`config.mk`:
```
export PLATFORM = sky130hd
export DESIGN_NAME = rom_fetch_ctrl
export DESIGN_NICKNAME = d
export VERILOG_FILES = /design/src/rtl/rom_fetch_ctrl.sv
export SDC_FILE = /design/constraint.sdc
export NUM_CORES = 1
export LEC_CHECK = 0
export CORE_UTILIZATION = 55
export CTS_CLUSTER_DIAMETER = 150
export DETAILED_ROUTE_END_ITERATION = 8
export DONT_BUFFER_PORTS = 1
export PLACE_DENSITY = 0.8
export SYNTH_ARGS = -nofsm -noshare
export SYNTH_HDL_FRONTEND = slang
export SYNTH_SLANG_ARGS = --single-unit
export TNS_END_PERCENT = 20
```
`constraint.sdc`:
```
create_clock -name clk -period 3.7 [get_ports clk]
set_input_delay 0.37 -clock clk [delete_from_list [all_inputs] [get_ports clk]]
set_output_delay 0.37 -clock clk [all_outputs]
set_load 0.02 [all_outputs]
```
`src/rtl/rom_fetch_ctrl.sv`:
```
// Instruction fetch controller: assembles a 32-bit little-endian word from four byte reads
// on a variable-latency memory port, with a one-entry last-word buffer for stall replays.
module rom_fetch_ctrl #(
    parameter int ADDR_W  = 32,
    parameter int DATA_W  = 32,
    parameter int TIMEOUT = 255
) (
    input  logic              clk,
    input  logic              rst,
    input  logic              r_enable_i,
    input  logic [ADDR_W-1:0] addr_i,
    output logic [DATA_W-1:0] data_o,
    output logic              busy_o,
    output logic              done_o,
    input  logic              invalidate_i,
    output logic [ADDR_W-1:0] mem_addr_o,
    output logic              mem_re_o,
    input  logic [7:0]        mem_data_i,
    input  logic              mem_valid_i
);

    localparam int WCNT_W = $clog2(TIMEOUT + 1);
    localparam logic [WCNT_W-1:0] WCNT_LAST = WCNT_W'(TIMEOUT - 1);

    typedef enum logic [1:0] {
        S_IDLE = 2'd0,
        S_REQ  = 2'd1,
        S_WAIT = 2'd2,
        S_DONE = 2'd3
    } state_t;

    state_t state_q, state_d;

    logic [ADDR_W-1:0] base_q, base_d;
    logic [1:0]        byte_cnt_q, byte_cnt_d;
    logic [WCNT_W-1:0] wait_cnt_q, wait_cnt_d;
    logic [DATA_W-1:0] shift_q, shift_d;
    logic [ADDR_W-1:0] buf_addr_q, buf_addr_d;
    logic [DATA_W-1:0] buf_data_q, buf_data_d;
    logic              buf_valid_q, buf_valid_d;
    logic [DATA_W-1:0] data_q, data_d;
    logic              busy_q, busy_d;
    logic              done_q, done_d;
    logic [ADDR_W-1:0] mem_addr_q, mem_addr_d;
    logic              mem_re_q, mem_re_d;

    logic [ADDR_W-1:0] req_base_s;
    logic              hit_s;
    logic              last_byte_s;
    logic              timeout_s;

    assign req_base_s  = addr_i & ~ADDR_W'(3);
    assign hit_s       = buf_valid_q && (req_base_s == buf_addr_q);
    assign last_byte_s = (byte_cnt_q == 2'd3);
    assign timeout_s   = (wait_cnt_q == WCNT_LAST);

    // State register
    always_ff @(posedge clk) begin
        if (rst) begin
            state_q <= S_IDLE;
        end else begin
            state_q <= state_d;
        end
    end

    // Next-state logic
    always_comb begin
        state_d = state_q;
        case (state_q)
            S_IDLE: begin
                if (r_enable_i) begin
                    state_d = hit_s ? S_DONE : S_REQ;
                end else begin
                    state_d = S_IDLE;
                end
            end
            S_REQ: state_d = S_WAIT;
            S_WAIT: begin
                if (mem_valid_i) begin
                    state_d = last_byte_s ? S_DONE : S_REQ;
                end else if (timeout_s) begin
                    state_d = S_REQ;
                end else begin
                    state_d = S_WAIT;
                end
            end
            S_DONE:  state_d = S_IDLE;
            default: state_d = S_IDLE;
        endcase
    end

    // Datapath and registered-output next values; outputs are decoded from state_d
    always_comb begin
        base_d      = base_q;
        byte_cnt_d  = byte_cnt_q;
        wait_cnt_d  = wait_cnt_q;
        shift_d     = shift_q;
        buf_addr_d  = buf_addr_q;
        buf_data_d  = buf_data_q;
        buf_valid_d = buf_valid_q;
        data_d      = data_q;
        case (state_q)
            S_IDLE: begin
                if (r_enable_i && hit_s) begin
                    data_d = buf_data_q;
                end else if (r_enable_i) begin
                    base_d     = req_base_s;
                    byte_cnt_d = 2'd0;
                end else begin
                    data_d = data_q;
                end
            end
            S_REQ: wait_cnt_d = {WCNT_W{1'b0}};
            S_WAIT: begin
                if (mem_valid_i) begin
                    case (byte_cnt_q)
                        2'd0:    shift_d[7:0]   = mem_data_i;
                        2'd1:    shift_d[15:8]  = mem_data_i;
                        2'd2:    shift_d[23:16] = mem_data_i;
                        2'd3:    shift_d[31:24] = mem_data_i;
                        default: shift_d        = shift_q;
                    endcase
                    if (last_byte_s) begin
                        data_d      = shift_d;
                        buf_addr_d  = base_q;
                        buf_data_d  = shift_d;
                        buf_valid_d = 1'b1;
                    end else begin
                        byte_cnt_d = byte_cnt_q + 2'd1;
                    end
                end else if (timeout_s) begin
                    wait_cnt_d = {WCNT_W{1'b0}};
                end else begin
                    wait_cnt_d = wait_cnt_q + WCNT_W'(1);
                end
            end
            S_DONE:  data_d = data_q;
            default: data_d = data_q;
        endcase
        // Reload always wins over a buffer fill in the same cycle
        if (invalidate_i) begin
            buf_valid_d = 1'b0;
        end else begin
            buf_valid_d = buf_valid_d;
        end
        mem_re_d = (state_d == S_REQ);
        busy_d   = (state_d == S_REQ) || (state_d == S_WAIT);
        done_d   = (state_d == S_DONE);
        if (state_d == S_REQ) begin
            mem_addr_d = base_d | ADDR_W'(byte_cnt_d);
        end else begin
            mem_addr_d = mem_addr_q;
        end
    end

    // Datapath and output registers
    always_ff @(posedge clk) begin
        if (rst) begin
            base_q      <= '0;
            byte_cnt_q  <= 2'd0;
            wait_cnt_q  <= '0;
            shift_q     <= '0;
            buf_addr_q  <= '0;
            buf_data_q  <= '0;
            buf_valid_q <= 1'b0;
            data_q      <= '0;
            busy_q      <= 1'b0;
            done_q      <= 1'b0;
            mem_addr_q  <= '0;
            mem_re_q    <= 1'b0;
        end else begin
            base_q      <= base_d;
            byte_cnt_q  <= byte_cnt_d;
            wait_cnt_q  <= wait_cnt_d;
            shift_q     <= shift_d;
            buf_addr_q  <= buf_addr_d;
            buf_data_q  <= buf_data_d;
            buf_valid_q <= buf_valid_d;
            data_q      <= data_d;
            busy_q      <= busy_d;
            done_q      <= done_d;
            mem_addr_q  <= mem_addr_d;
            mem_re_q    <= mem_re_d;
        end
    end

    assign data_o     = data_q;
    assign busy_o     = busy_q;
    assign done_o     = done_q;
    assign mem_addr_o = mem_addr_q;
    assign mem_re_o   = mem_re_q;

endmodule

```
==> impl_metrics.toml, run 1 <==
[status]
status = "completed"

[worst_setup_path]
crit_fanout = 63
cp-end-kind = "flop"
ff2ff_path_depth = 9
cp-endpoint = "mem_addr_o[1]$_SDFFE_PP0P_"
r2r_slack_ps = 520
critPathKind = "flop to flop"
r2r_start = "wait_cnt_q[0]$_SDFFE_PP0P_"
start_kind = "flop"
reg2reg_to = "mem_addr_o[1]$_SDFFE_PP0P_"
worst_ep_arrival_time_ps = 3580
crit_required_ps = 4100
crit_start = "wait_cnt_q[0]$_SDFFE_PP0P_"

[finish]
syn2layout_area_growth_pct = 8.849
drive_gt1_share_pct = 8.499
nets = 941
fillers = 1229
antenna_cells = 0

[sta]
finalSetupViolCount = 0
slew_headroom_pct = 21.81
max_freq_mhz = 314.2
worst_pin_slew_ps = 1173
finalHoldViolCount = 0
skew_ps = 11.40
slew_viol_final = 0
min_period_ps = 3183
rsz0062_at_grt = "false"
final.setup.tns_ps = 0
period_share_pct = 86.03

[placement]
finalWeightedCongestion = 0.8089
post-dp-hpwl_um = 10640
io_buffer_count = 0

[synth]
synth_flop_cell = "dfxtp_1"
synthArstFlopShare_pct = 0
yosysUniqueCellTypes = 44
yosys_register_bits = 208
yosysSeqAreaShare_pct = 49.17
synth_edf_count = 0
syn_avg_cell_area_um2 = 9.058
yosysWarnings = 0
synth_fp_nets = 984
syn-cell-area_mm2 = 0.008469
syn_inst = 935

[clock_tree]
insertion_delay_ps = 500
clock_path_buffers = 3
cts_tree = "yes"
clk_pin_slew_ps = 60
ctsResizeCount = 0
cts.root.buffer_cell = "clkbuf_16"
h-tree-depth = 1
cts_num_sinks = 208
cts_buffers = 22

[detailed_routing]
wl_per_cell_um = 17.05
ant_nets = 0
first_pass_iters = 5
remaining_drc_errors = 0
via_per_inst = 5.803
routed_wl_um = 18590
vias = 6325
drt_iter0_drc = 550

[floorplan]
io-pin-count = 112
die_w_um = 126.1
die_h_um = 126.1
fp.dieArea_mm2 = 0.01590
core_area_mm2 = 0.01475
row_count = 44
start_util_pct = 57.40

[pwr]
p_total_mw = 4.963
ir_drop_mv = 0.4474
powerDensity_mw_per_mm2 = 538.3
power_leakage_nw = 3.199

[min_path]
hp-class = "primary input to flop"

[global_route]
grt_pass1_vias = 5896
grt_pass1_wl_um = 30310
track_usage_pct = 23.27
grt_max_degree = 185
antenna_found_initial = 0
grt_overflow = 0

[flow_run]
max_cap_viol_count = 0
[worst max-delay path, cell delays in order, from the launching register on]
cell     delay (ps)
dfxtp_1         320
inv_1            90
ha_1            150
nand3_1          90
o31ai_1         400
or2_2           290
and3_1          190
ha_2            960
inv_1           210
o41ai_2         380
[state kept, by name, indices dropped and copies added (netlist names), 2 cells and up]
register	count
state_q	2
shift_q	32
buf_data_q	32
mem_addr_o	32
data_o	32
buf_addr_q	32
wait_cnt_q	8
byte_cnt_q	2
base_q	32
[metrics by stage]
step / setup WS (ps) / area, µm² / cells / util, % / hold slack [ps]
6_report: 516.9 / 9219 / 1090 / 62.48 / 12.06
5_1_grt: 247.3 / 9219 / 1090 / 62.48 / 6.057
4_1_cts: 519.5 / 9219 / 1090 / 62.48 / 1.351
3_5_place_dp: 548.8 / 8417 / 1047 / 57.05 / 438.9
3_3_place_gp: 621.8 / 8417 / 1047 / 57.05 / 433.3
2_1_floorplan: 1127 / 8469 / 935 / - / 431.2
[cell families after synthesis]
logic type	synth area share (%)
AOI/OAI and AO/OA	16.96
and+or+nand+nor	18.53
buffers and inverters	4.565
muxes	7.091
xor gates and xnor gates	3.102
DFF	49.17
adders and majority gates	0.5910
[area by class of cell]
cell class / count / area, µm² / area share [%]
clock inverter: 8 / 102.6 / 1.113
inverter: 3 / 11.26 / 0.1221
sequential: 208 / 4164 / 45.17
tap: 184 / 230.2 / 2.497
clock buffer: 30 / 631.9 / 6.854
timing repair buffer: 13 / 140.1 / 1.520
multi-input combinational: 644 / 3939 / 42.73
[power by group]
part	internal, mW	leakage (nW)	switching (mW)
Clock	1.34	0.360	0.880
Sequential	2.32	1.69	0.106
Combinational	0.116	1.15	0.200
[worst min path at each step]
stage                          startpoint                           to  depth (start not counted)
finish                      mem_data_i[2]  buf_data_q[26]$_SDFFE_PP0P_                          2
floorplan           base_q[10]$_SDFF_PP0_  buf_addr_q[10]$_SDFFE_PP0P_                          2
global placement    base_q[13]$_SDFF_PP0_  buf_addr_q[13]$_SDFFE_PP0P_                          2
global route                mem_data_i[3]  buf_data_q[27]$_SDFFE_PP0P_                          2
detailed placement  base_q[20]$_SDFF_PP0_  buf_addr_q[20]$_SDFFE_PP0P_                          2
CTS                         mem_data_i[3]  buf_data_q[27]$_SDFFE_PP0P_                          2
[layer usage]
| metal | GRT usage, % | vias up | routed length, µm |
|---|---|---|---|
| met5 | 0 | - | 0 |
| met4 | 5.457 | 0 | 282 |
| met3 | 6.160 | 25 | 1241 |
| met2 | 37.28 | 138 | 8697 |
| met1 | 31.31 | 2950 | 8364 |
| li1 | - | 3212 | - |
[cells in the final DEF, fill, tap and decap left out, types with 5 or more instances in the layout]
master	Yosys	routed
mux2i_1	60	60
nor3b_1	5	5
a21oi_1	69	69
buf_4	1	7
nor4_1	6	6
nand2_1	107	107
o31ai_1	16	16
clkbuf_16	0	23
nor2_1	145	145
a211oi_1	85	85
or4b_1	12	12
o211ai_1	16	16
o21ai_0	24	24
xor2_1	28	28
nand3_1	8	7
dfxtp_1	208	208
or4b_2	20	20
nor3_1	5	5
[repair_timing]
item                                   in CTS  in global routing
setup buffers                               0                  0
endpoints found under the hold margin     185                  0
hold buffers                                5                  0
[Yosys cell counts (2+ instances only)]
cell type / instances / area [µm²]
buf_12: 2 / 40.04
nor2b_1: 6 / 37.54
ha_1: 4 / 50.05
buf_1: 4 / 15.01
nor4_1: 6 / 37.54
nand2_1: 107 / 401.6
nand4_1: 2 / 12.51
buf_6: 3 / 33.78
nand2b_1: 2 / 12.51
nor3b_1: 5 / 37.54
or4b_2: 20 / 200.2
o21ai_0: 24 / 120.1
nand3_1: 8 / 40.04
a211oi_1: 85 / 638.1
o211ai_1: 16 / 120.1
clkbuf_1: 57 / 214.0
xor2_1: 28 / 245.2
buf_2: 12 / 60.06
or4b_1: 12 / 120.1
inv_1: 2 / 7.510
mux2i_1: 60 / 600.6
a21oi_1: 69 / 345.3
dfxtp_1: 208 / 4164
nor2_2: 2 / 12.51
a31oi_1: 2 / 12.51
nor4b_1: 2 / 17.52
or3b_2: 2 / 17.52
xnor2_1: 2 / 17.52
and3_1: 3 / 18.77
a311oi_1: 3 / 26.28
nor3_1: 5 / 25.02
o31ai_1: 16 / 120.1
nor2_1: 145 / 544.3
Power figures use the tool's default switching activity.
==> run 2, diff against run 1 <==
--- a/config.mk
+++ b/config.mk
@@ -5,6 +5,7 @@
 export SDC_FILE = /design/constraint.sdc
 export NUM_CORES = 1
 export LEC_CHECK = 0
+export ABC_AREA = 1
 export CORE_UTILIZATION = 55
 export CTS_CLUSTER_DIAMETER = 150
 export DETAILED_ROUTE_END_ITERATION = 8
==> impl_metrics.toml, run 2 <==
[clock_tree]
ctsResizeCount = 0
h-tree-depth = 1
clock_path_buffers = 3
clk_pin_slew_ps = 60
insertion_delay_ps = 500
cts_tree = "yes"
cts_num_sinks = 208
cts_buffers = 21
cts.root.buffer_cell = "clkbuf_16"

[detailed_routing]
drt_iter0_drc = 360
via_per_inst = 5.228
ant_nets = 0
remaining_drc_errors = 0
routed_wl_um = 18770
wl_per_cell_um = 13.75
first_pass_iters = 5
vias = 7136

[sta]
rsz0062_at_grt = "false"
finalSetupViolCount = 0
worst_pin_slew_ps = 1080
slew_viol_final = 0
final.setup.tns_ps = 0
min_period_ps = 2797
skew_ps = 19.58
max_freq_mhz = 357.5
finalHoldViolCount = 0
slew_headroom_pct = 27.97
period_share_pct = 75.60

[worst_setup_path]
worst_ep_arrival_time_ps = 3210
crit_required_ps = 4110
critPathKind = "flop to flop"
cp-end-kind = "flop"
crit_fanout = 115
r2r_slack_ps = 900
start_kind = "flop"

[floorplan]
io-pin-count = 112
row_count = 45
fp.dieArea_mm2 = 0.01660
die_h_um = 128.8
start_util_pct = 57.35
core_area_mm2 = 0.01543
die_w_um = 128.8

[synth]
syn_avg_cell_area_um2 = 7.472
yosysWarnings = 0
synth_area_leaders = "dfxtp_1 47%, nor2_1 10%, nand2_1 7.7%"
yosysSeqAreaShare_pct = 47.07
synth_edf_count = 0
synth_top_area_share_pct = 47.07
synth_most_common_cell = "nor2_1"
synthArstFlopShare_pct = 0
synth_fp_nets = 1233
yosysUniqueCellTypes = 38
syn_inst = 1184
synth_largest_area_cell = "dfxtp_1"
synthTopCellsByCount = "244 x nor2_1, 208 x dfxtp_1, 182 x nand2_1"
syn-cell-area_mm2 = 0.008847
yosys_register_bits = 208
synth_flop_cell = "dfxtp_1"

[global_route]
met3_usage_pct = 5.863
grt_pass1_vias = 6691
grt_max_degree = 116
met1_usage_pct = 27.15
track_usage_pct = 23.32
grt_pass1_wl_um = 31410
grt-busiest-layer = "met2"
use_met2_pct = 40.95
grt_overflow = 0
antenna_found_initial = 0

[min_path]
hp-class = "primary input to flop"

[finish]
syn2layout_area_growth_pct = 6.774
final_common_cell = "nor2_1"
final_cell_mix = "244 x nor2_1, 208 x dfxtp_1, 182 x nand2_1, 119 x o21ai_0, 99 x inv_1"
drive_gt1_share_pct = 8.666
antenna_cells = 0
instances_no_fill = 1365
nets = 1192
fillers = 1435

[placement]
finalWeightedCongestion = 0.7650
dpl.cell_count = 1329
io_buffer_count = 0
post-dp-hpwl_um = 11620

[pwr]
power_leakage_nw = 4.120
p_switching_mw = 1.210
seqPwrFrac_pct = 50.6
intPower_mw = 3.601
clock_power_share_pct = 40.6
ir_drop_mv = 0.3507
netSwitchingFraction_pct = 25.15
powerDensity_mw_per_mm2 = 509.2
p_comb_share_pct = 8.8

[flow_run]
max_cap_viol_count = 0

[status]
status = "completed"
[run 2: worst paths after layout]
path | startpoint | end | cells past startpoint
setup / recovery | state_q[1]$_SDFF_PP0_ | buf_addr_q[6]$_SDFFE_PP0P_ | 9
hold / removal | addr_i[21] | base_q[21]$_SDFF_PP0_ | 2
setup reg to reg | state_q[1]$_SDFF_PP0_ | buf_addr_q[6]$_SDFFE_PP0P_ | 9
hold reg to reg | base_q[14]$_SDFF_PP0_ | buf_addr_q[14]$_SDFFE_PP0P_ | 2
[run 2: critical path: stages, from the launching register on]
cell	delay, ps
dfxtp_1	340
inv_1	80
nor2_4	280
inv_2	270
nor2_2	180
inv_2	190
nor2_8	150
buf_4	770
o21ai_0	200
a21oi_1	150
[run 2: cell families (layout without fill, tap and decap cells)]
logic type	count (synthesis)	in the layout	synth area share (%)
mux	3	3	0.3394
flops	208	208	47.07
simple gates	466	466	21.30
compound gates	297	297	19.11
fa+ha+maj	4	4	0.5657
xor+xnor	28	28	2.772
buf+inv	178	148	8.853
[run 2: power groups by stage]
| stage | combinational, mW | clock, mW | sequential (mW) |
|---|---|---|---|
| after global routing | 0.484 | 2.10 | 2.45 |
| final | 0.423 | 1.95 | 2.44 |
| after CTS | 0.427 | 2.00 | 2.44 |
| after floorplan | 0.369 | 0 | 2.47 |
| after global placement | 0.392 | 0 | 2.48 |
| after detailed placement | 0.405 | 0 | 2.49 |
[run 2: routing by layer]
layer  vias up  part of all wire [%]  routed length (µm)
met2       179                    49                9144
met1      3223                    42                7810
met5         -                     0                   0
met4         0                   3.2                 607
li1       3686                     -                   -
met3        48                   6.4                1205
[run 2: per-stage QoR]
stage / utilization, % / power (mW) / hold WS, ps / area [µm²] / setup WS [ps]
floorplan: - / 2.840 / 424.5 / 8847 / 1507
global placement: 56.97 / 2.875 / 432.3 / 8790 / 1069
detailed placement: 56.97 / 2.891 / 436.7 / 8790 / 986.1
CTS: 61.23 / 4.860 / 5.901 / 9447 / 960.3
global route: 61.23 / 5.026 / 9.706 / 9447 / 618.3
finish: 61.23 / 4.811 / 16.25 / 9447 / 902.9
[run 2: cell type report]
type / count / area, µm² / area share [%]
clock buffer: 33 / 610.6 / 6.464
clock inverter: 1 / 8.758 / 0.09272
inverter: 105 / 394.1 / 4.172
multi-input combinational: 798 / 3902 / 41.31
sequential: 208 / 4164 / 44.08
tap: 211 / 264.0 / 2.795
timing repair buffer: 9 / 102.6 / 1.086
[run 2: timing repair]
| action | CTS | global route |
|---|---|---|
| hold buffers | 2 | 0 |
| endpoints found under the hold margin | 74 | 0 |
| endpoints found under the setup margin | 0 | 0 |
| buffers inserted | 0 | 0 |
